**src/rtl/s_axi_kernel_cfg.sv**
```systemverilog
// AXI4-Lite slave holding a shadow bank of convolution kernel weights that is
// published atomically to the datapath over a valid/ready stream on commit.
module s_axi_kernel_cfg #(
  parameter int unsigned ELEM_W      = 8,
  parameter int unsigned KSIZE       = 3,
  parameter int unsigned NUM_KERNELS = 1,
  parameter int unsigned ADDR_W      = 12
) (
  input  logic                                       clk,
  input  logic                                       rstn,
  input  logic [ADDR_W-1:0]                          s_axi_awaddr,
  input  logic [2:0]                                 s_axi_awprot,
  input  logic                                       s_axi_awvalid,
  output logic                                       s_axi_awready,
  input  logic [31:0]                                s_axi_wdata,
  input  logic [3:0]                                 s_axi_wstrb,
  input  logic                                       s_axi_wvalid,
  output logic                                       s_axi_wready,
  output logic [1:0]                                 s_axi_bresp,
  output logic                                       s_axi_bvalid,
  input  logic                                       s_axi_bready,
  input  logic [ADDR_W-1:0]                          s_axi_araddr,
  input  logic [2:0]                                 s_axi_arprot,
  input  logic                                       s_axi_arvalid,
  output logic                                       s_axi_arready,
  output logic [31:0]                                s_axi_rdata,
  output logic [1:0]                                 s_axi_rresp,
  output logic                                       s_axi_rvalid,
  input  logic                                       s_axi_rready,
  output logic                                       out_valid,
  input  logic                                       out_ready,
  output logic [NUM_KERNELS*KSIZE*KSIZE*ELEM_W-1:0]  out_data
);

  localparam int unsigned N         = NUM_KERNELS * KSIZE * KSIZE;
  localparam int unsigned IDX_W     = ADDR_W - 2;
  localparam int unsigned ELEM_BASE = 32'h40;
  localparam logic [1:0]  RESP_OKAY   = 2'b00;
  localparam logic [1:0]  RESP_SLVERR = 2'b10;
  localparam logic [31:0] ID_VALUE  = {8'(KSIZE), 8'(NUM_KERNELS), 8'(ELEM_W), 8'h01};

  typedef enum logic [2:0] {REG_CTRL, REG_STATUS, REG_ID, REG_ELEM, REG_NONE} reg_sel_e;
  typedef enum logic [1:0] {W_IDLE, W_EXEC, W_RESP} wstate_e;
  typedef enum logic       {R_IDLE, R_DATA} rstate_e;

  function automatic reg_sel_e decode(input logic [IDX_W-1:0] idx);
    logic [IDX_W-1:0] off;
    off = idx - IDX_W'(ELEM_BASE);
    if (idx == IDX_W'(0)) return REG_CTRL;
    if (idx == IDX_W'(1)) return REG_STATUS;
    if (idx == IDX_W'(2)) return REG_ID;
    if (idx >= IDX_W'(ELEM_BASE) && off < IDX_W'(N)) return REG_ELEM;
    return REG_NONE;
  endfunction

  // Byte-lane merge into the zero-extended element, truncated back to ELEM_W.
  function automatic logic [ELEM_W-1:0] merge_elem(input logic [ELEM_W-1:0] old,
                                                   input logic [31:0] d,
                                                   input logic [3:0] s);
    logic [31:0] r;
    r = 32'(old);
    for (int b = 0; b < 4; b++)
      if (s[b]) r[8*b +: 8] = d[8*b +: 8];
    return r[ELEM_W-1:0];
  endfunction

  logic unused_ok;
  assign unused_ok = ^{s_axi_awprot, s_axi_arprot, s_axi_awaddr[1:0], s_axi_araddr[1:0]};

  // First stage of the reset release; the ready flops act as the second stage.
  logic rst_sync_q;
  always_ff @(posedge clk or negedge rstn)
    if (!rstn) rst_sync_q <= 1'b0;
    else       rst_sync_q <= 1'b1;

  // ---------------- write channel ----------------
  wstate_e          wstate, wstate_n;
  logic             aw_held, w_held, aw_held_n, w_held_n;
  logic             awready_n, wready_n, bvalid_n;
  logic             aw_hs, w_hs;
  logic [IDX_W-1:0] waddr_q;
  logic [31:0]      wdata_q;
  logic [3:0]       wstrb_q;

  assign aw_hs = s_axi_awvalid & s_axi_awready;
  assign w_hs  = s_axi_wvalid & s_axi_wready;

  always_ff @(posedge clk or negedge rstn)
    if (!rstn) begin
      wstate        <= W_IDLE;
      aw_held       <= 1'b0;
      w_held        <= 1'b0;
      s_axi_awready <= 1'b0;
      s_axi_wready  <= 1'b0;
      s_axi_bvalid  <= 1'b0;
    end else begin
      wstate        <= wstate_n;
      aw_held       <= aw_held_n;
      w_held        <= w_held_n;
      s_axi_awready <= awready_n;
      s_axi_wready  <= wready_n;
      s_axi_bvalid  <= bvalid_n;
    end

  always_comb begin
    wstate_n  = wstate;
    aw_held_n = aw_held;
    w_held_n  = w_held;
    case (wstate)
      W_IDLE: begin
        if (aw_hs) aw_held_n = 1'b1;
        if (w_hs)  w_held_n  = 1'b1;
        if (aw_held_n && w_held_n) wstate_n = W_EXEC;
      end
      W_EXEC: wstate_n = W_RESP;
      W_RESP: if (s_axi_bready) begin
        wstate_n  = W_IDLE;
        aw_held_n = 1'b0;
        w_held_n  = 1'b0;
      end
      default: wstate_n = W_IDLE;
    endcase
    awready_n = (wstate_n == W_IDLE) && !aw_held_n && rst_sync_q;
    wready_n  = (wstate_n == W_IDLE) && !w_held_n && rst_sync_q;
    bvalid_n  = (wstate_n == W_RESP);
  end

  always_ff @(posedge clk or negedge rstn)
    if (!rstn) begin
      waddr_q <= '0;
      wdata_q <= '0;
      wstrb_q <= '0;
    end else begin
      if (aw_hs) waddr_q <= s_axi_awaddr[ADDR_W-1:2];
      if (w_hs) begin
        wdata_q <= s_axi_wdata;
        wstrb_q <= s_axi_wstrb;
      end
    end

  // ---------------- write execution and output bank ----------------
  logic [N-1:0][ELEM_W-1:0] shadow;
  logic [15:0]              commit_cnt;
  reg_sel_e                 w_sel;
  logic [IDX_W-1:0]         w_off;
  logic exec, do_commit, do_clear, commit_ok, w_err, commit_fire, clear_fire;

  assign exec        = (wstate == W_EXEC);
  assign w_sel       = decode(waddr_q);
  assign w_off       = waddr_q - IDX_W'(ELEM_BASE);
  assign do_commit   = wstrb_q[0] & wdata_q[0];
  assign do_clear    = wstrb_q[0] & wdata_q[1];
  assign commit_ok   = !out_valid || out_ready;
  assign w_err       = (w_sel == REG_NONE) || (w_sel == REG_STATUS) || (w_sel == REG_ID) ||
                       ((w_sel == REG_CTRL) && do_commit && !commit_ok);
  assign commit_fire = exec && (w_sel == REG_CTRL) && do_commit && commit_ok;
  assign clear_fire  = exec && (w_sel == REG_CTRL) && do_clear && !w_err;

  always_ff @(posedge clk or negedge rstn)
    if (!rstn) begin
      shadow      <= '0;
      out_data    <= '0;
      out_valid   <= 1'b0;
      commit_cnt  <= '0;
      s_axi_bresp <= RESP_OKAY;
    end else begin
      if (exec) s_axi_bresp <= w_err ? RESP_SLVERR : RESP_OKAY;
      if (clear_fire) begin
        shadow <= '0;
      end else if (exec && (w_sel == REG_ELEM)) begin
        for (int unsigned j = 0; j < N; j++)
          if (w_off == IDX_W'(j)) shadow[j] <= merge_elem(shadow[j], wdata_q, wstrb_q);
      end
      // A commit landing in the consume cycle keeps out_valid high with new data.
      if (commit_fire) begin
        out_data   <= clear_fire ? '0 : shadow;
        out_valid  <= 1'b1;
        commit_cnt <= commit_cnt + 16'd1;
      end else if (out_valid && out_ready) begin
        out_valid <= 1'b0;
      end
    end

  // ---------------- read channel ----------------
  rstate_e          rstate, rstate_n;
  logic             arready_n, rvalid_n, ar_hs;
  logic [IDX_W-1:0] ar_idx, ar_off;
  reg_sel_e         ar_sel;
  logic [ELEM_W-1:0] rd_elem;
  logic [31:0]      rd_data;
  logic [1:0]       rd_resp;

  assign ar_hs  = s_axi_arvalid & s_axi_arready;
  assign ar_idx = s_axi_araddr[ADDR_W-1:2];
  assign ar_off = ar_idx - IDX_W'(ELEM_BASE);
  assign ar_sel = decode(ar_idx);

  always_comb begin
    rd_elem = '0;
    for (int unsigned j = 0; j < N; j++)
      if (ar_off == IDX_W'(j)) rd_elem = shadow[j];
  end

  always_comb begin
    rd_data = '0;
    rd_resp = RESP_OKAY;
    case (ar_sel)
      REG_STATUS: rd_data = {commit_cnt, 15'd0, out_valid};
      REG_ID:     rd_data = ID_VALUE;
      REG_ELEM:   rd_data = 32'(rd_elem);
      REG_NONE:   rd_resp = RESP_SLVERR;
      default:    rd_data = '0;
    endcase
  end

  always_ff @(posedge clk or negedge rstn)
    if (!rstn) begin
      rstate        <= R_IDLE;
      s_axi_arready <= 1'b0;
      s_axi_rvalid  <= 1'b0;
    end else begin
      rstate        <= rstate_n;
      s_axi_arready <= arready_n;
      s_axi_rvalid  <= rvalid_n;
    end

  always_comb begin
    rstate_n = rstate;
    case (rstate)
      R_IDLE:  if (ar_hs) rstate_n = R_DATA;
      R_DATA:  if (s_axi_rready) rstate_n = R_IDLE;
      default: rstate_n = R_IDLE;
    endcase
    arready_n = (rstate_n == R_IDLE) && rst_sync_q;
    rvalid_n  = (rstate_n == R_DATA);
  end

  always_ff @(posedge clk or negedge rstn)
    if (!rstn) begin
      s_axi_rdata <= '0;
      s_axi_rresp <= RESP_OKAY;
    end else if (ar_hs) begin
      s_axi_rdata <= rd_data;
      s_axi_rresp <= rd_resp;
    end

endmodule

```
**config.mk**
```make
export PLATFORM = sky130hd
export DESIGN_NAME = s_axi_kernel_cfg
export DESIGN_NICKNAME = d
export VERILOG_FILES = /design/src/rtl/s_axi_kernel_cfg.sv
export SDC_FILE = /design/constraint.sdc
export NUM_CORES = 1
export LEC_CHECK = 0
export CAP_MARGIN = 20
export CORE_MARGIN = 2
export CORE_UTILIZATION = 58
export CTS_BUF_LIST = sky130_fd_sc_hd__clkbuf_2
export DETAILED_ROUTE_END_ITERATION = 10
export PLACE_DENSITY_LB_ADDON = 0.2
export SLEW_MARGIN = 15
export SYNTH_ARGS = -nofsm -noshare
export SYNTH_HDL_FRONTEND = slang
export SYNTH_SLANG_ARGS = --single-unit
```
**constraint.sdc**
```tcl
create_clock -name clk -period 4.6 [get_ports clk]
set_input_delay 0.46 -clock clk [delete_from_list [all_inputs] [get_ports clk]]
set_output_delay 0.46 -clock clk [all_outputs]
set_load 0.1 [all_outputs]
```
==> impl_metrics.toml <==
[outcome]
outcome = "finished clean"

[yosys]
synth_xor_area_share_pct = 1.357
synth_area_um2 = 9678
synthAdderAreaFrac_pct = 0.1293
yosysSeqAreaShare_pct = 56.11
yosys.area_share.simple_pct = 15.54
synth_cell_types = 60
synthFlopType = "dfrtp_1"
synth-edff-count = 0
synth_top_area_share_pct = 56.11
synth_top_family_by_area = "simple AND/OR/NAND/NOR gates"
yosys.area.top_type = "dfrtp_1"
synthTopCellsByArea = "dfrtp_1, mux2i_1, nand2_1"
synthCells = 930
synthMuxAreaShare_pct = 12.48
synth_seq_cells = 217
ys.warnings.count = 0
synth_area_per_cell_um2 = 10.41
synth_compound_gate_area_share_pct = 9.386
synth_common_cells = "dfrtp_1, nand2_1, nor2_1, mux2i_1, o21ai_0"
synth_most_common_cell = "dfrtp_1"
async_flop_share_pct = 100.0

[floorplanning]
rows = 47
ios = 188
die_w_um = 133.2
initial_utilization_pct = 58.78
core_area_um2 = 16470
die_h_um = 133.2
die_area_um2 = 17740

[cts]
post_cts_resized = 0
post_cts_buffers = 0
hold_buffers = 1
cts_buffers = 52
clock-sinks = 217
htreeDepth = 2
clk-insertion-delay-late_ps = 800
cts_max_path_buffers = 3
cts_tree = "yes"
clk_pin_slew_ps = 110
root_buffer = "clkbuf_2"

[worst_setup_path]
r2r_start = "waddr_q[9]"
setup.worst_path.class = "flop to flop"
r2r_cells = 6
startpoint_type = "flop"
r2r_end = "out_data[55]"
regToRegSetupSlack_ps = 1580
end_kind = "flop"
cp.arrival_ps = 3730
critPathMaxFanout = 37
crit_required_ps = 5310

[min_path]
hp-class = "primary input to flop"
hp-start = "s_axi_araddr[2]"
hold_end = "s_axi_rdata[11]"
hold_depth = 2

[sta]
fin_crit_ps = 3024
worst_pin_slew_ps = 1118
holdWs_ps = 238.7
period_share_pct = 65.74
slew_headroom_pct = 25.24
timing.final.max_slew_violations = 0
finalHoldViolCount = 0
rsz0062_at_grt = "false"
fin_setup_tns_ps = 0
setup_viol = 0
fin_skew_ps = 31.36
max_freq_mhz = 330.7

[detailed_routing]
wire_per_inst_um = 17.91
viasPerCell = 5.666
dr.pass1.iters = 6
num_vias = 7496
remaining_drc_errors = 0
wirelength_mm = 23.70
drtAntennaViolNets = 0
drt_iter0_markers = 692

[grt]
grt_max_degree = 128
grt_pass1_vias = 7168
grt_pass1_wl_mm = 38.31
overflow = 0
gr-usage-all-layers_pct = 27.39
antenna_found_initial = 1

[pwr]
p_total_mw = 5.299
powerDensity_nw_per_um2 = 460.4
leakage_nw = 4.957
vdd_drop_max_mv = 0.3950

[finish]
drive_gt1_share_pct = 11.34
finalCoreUtilization_pct = 69.91
nNetsFinal = 1144
area_delta_synth_final_pct = 18.94
stdcell_count = 1323

[placement]
dp_hpwl_mm = 15.67
post-place-cells = 1234
place.gp.congestion = 0.9318
portBuffers = 141

[job]
maxCapViolations = 0
## through the flow
stage / instance area, µm² / setup slack, ps
2_1_floorplan: 9708 / 2368
3_3_place_gp: 11070 / 1704
3_5_place_dp: 11070 / 1620
4_1_cts: 11510 / 1539
5_1_grt: 11510 / 1322
6_report: 11510 / 1576
## power by group
group / switching, mW / internal [mW]
sequential: 0.391 / 2.18
clock: 0.733 / 0.439
combinational: 1.11 / 0.446
total: 2.23 / 3.07
## cell usage in the layout, fill, tap and decap left out, types with 9 or more instances in the layout
master,Yosys,layout
inv_1,15,15
a22o_1,13,13
nand2_1,171,171
mux2i_1,88,88
conb_1,2,10
dfrtp_1,217,217
nand3_1,13,13
o21ai_0,47,47
mux2_2,19,19
nor2_1,97,97
a21oi_1,18,18
clkbuf_2,5,77
o21ai_1,38,38
clkdlybuf4s50_1,0,139
o31ai_1,9,9
nor3_1,9,9
## state kept, by name, indices dropped and copies added (netlist names), 2 cells and up
name         cells
out_data        72
shadow          72
commit_cnt      16
wdata_q          8
s_axi_rdata     25
waddr_q         10
wstate           2
## metal layers
layer,wire length [µm],GRT usage (%)
met1,10630,40.95
met2,10690,40.82
met3,1859,5.708
met4,517,8.511
met5,0,0
## how the worst max path moves through the flow
stage / cells past startpoint / slack, ps / start / end
2_1_floorplan: 4 / 2370 / s_axi_arready / s_axi_rdata[1]
3_3_place_gp: 6 / 1700 / waddr_q[9] / out_data[6]
3_5_place_dp: 6 / 1620 / waddr_q[9] / out_data[5]
4_1_cts: 6 / 1540 / waddr_q[9] / out_data[5]
5_1_grt: 6 / 1320 / waddr_q[9] / out_data[69]
6_report: 6 / 1580 / waddr_q[9] / out_data[55]
## worst max-delay path, stage by stage, from the launching register on
cell	delay, ps
dfrtp_1	390
or4_4	590
nor4b_4	490
and4_2	850
buf_4	360
nand2_1	100
o21ai_0	140
## cell families (layout without fill, tap and decap cells)
family,count (synthesis),after routing
AO/OA/AOI/OAI,153,153
XOR/XNOR,15,15
adder cells (fa/ha/maj),1,1
buffers and inverters,90,254
flip-flops,217,217
multiplexers,112,112
other,2,11
AND/OR/NAND/NOR,340,340
## layout make-up
| type | count | area, µm² |
|---|---|---|
| clock inverter | 10 | 38.79 |
| timing repair buffer | 152 | 1520 |
| multi-input combinational | 631 | 3802 |
| antenna | 1 | 2.502 |
| inverter | 15 | 56.30 |
| fill | 1307 | 4955 |
| clock buffer | 77 | 385.4 |
| sequential | 217 | 5430 |
| tap | 220 | 275.3 |
Note: power is estimated with default switching activity, not from simulation.
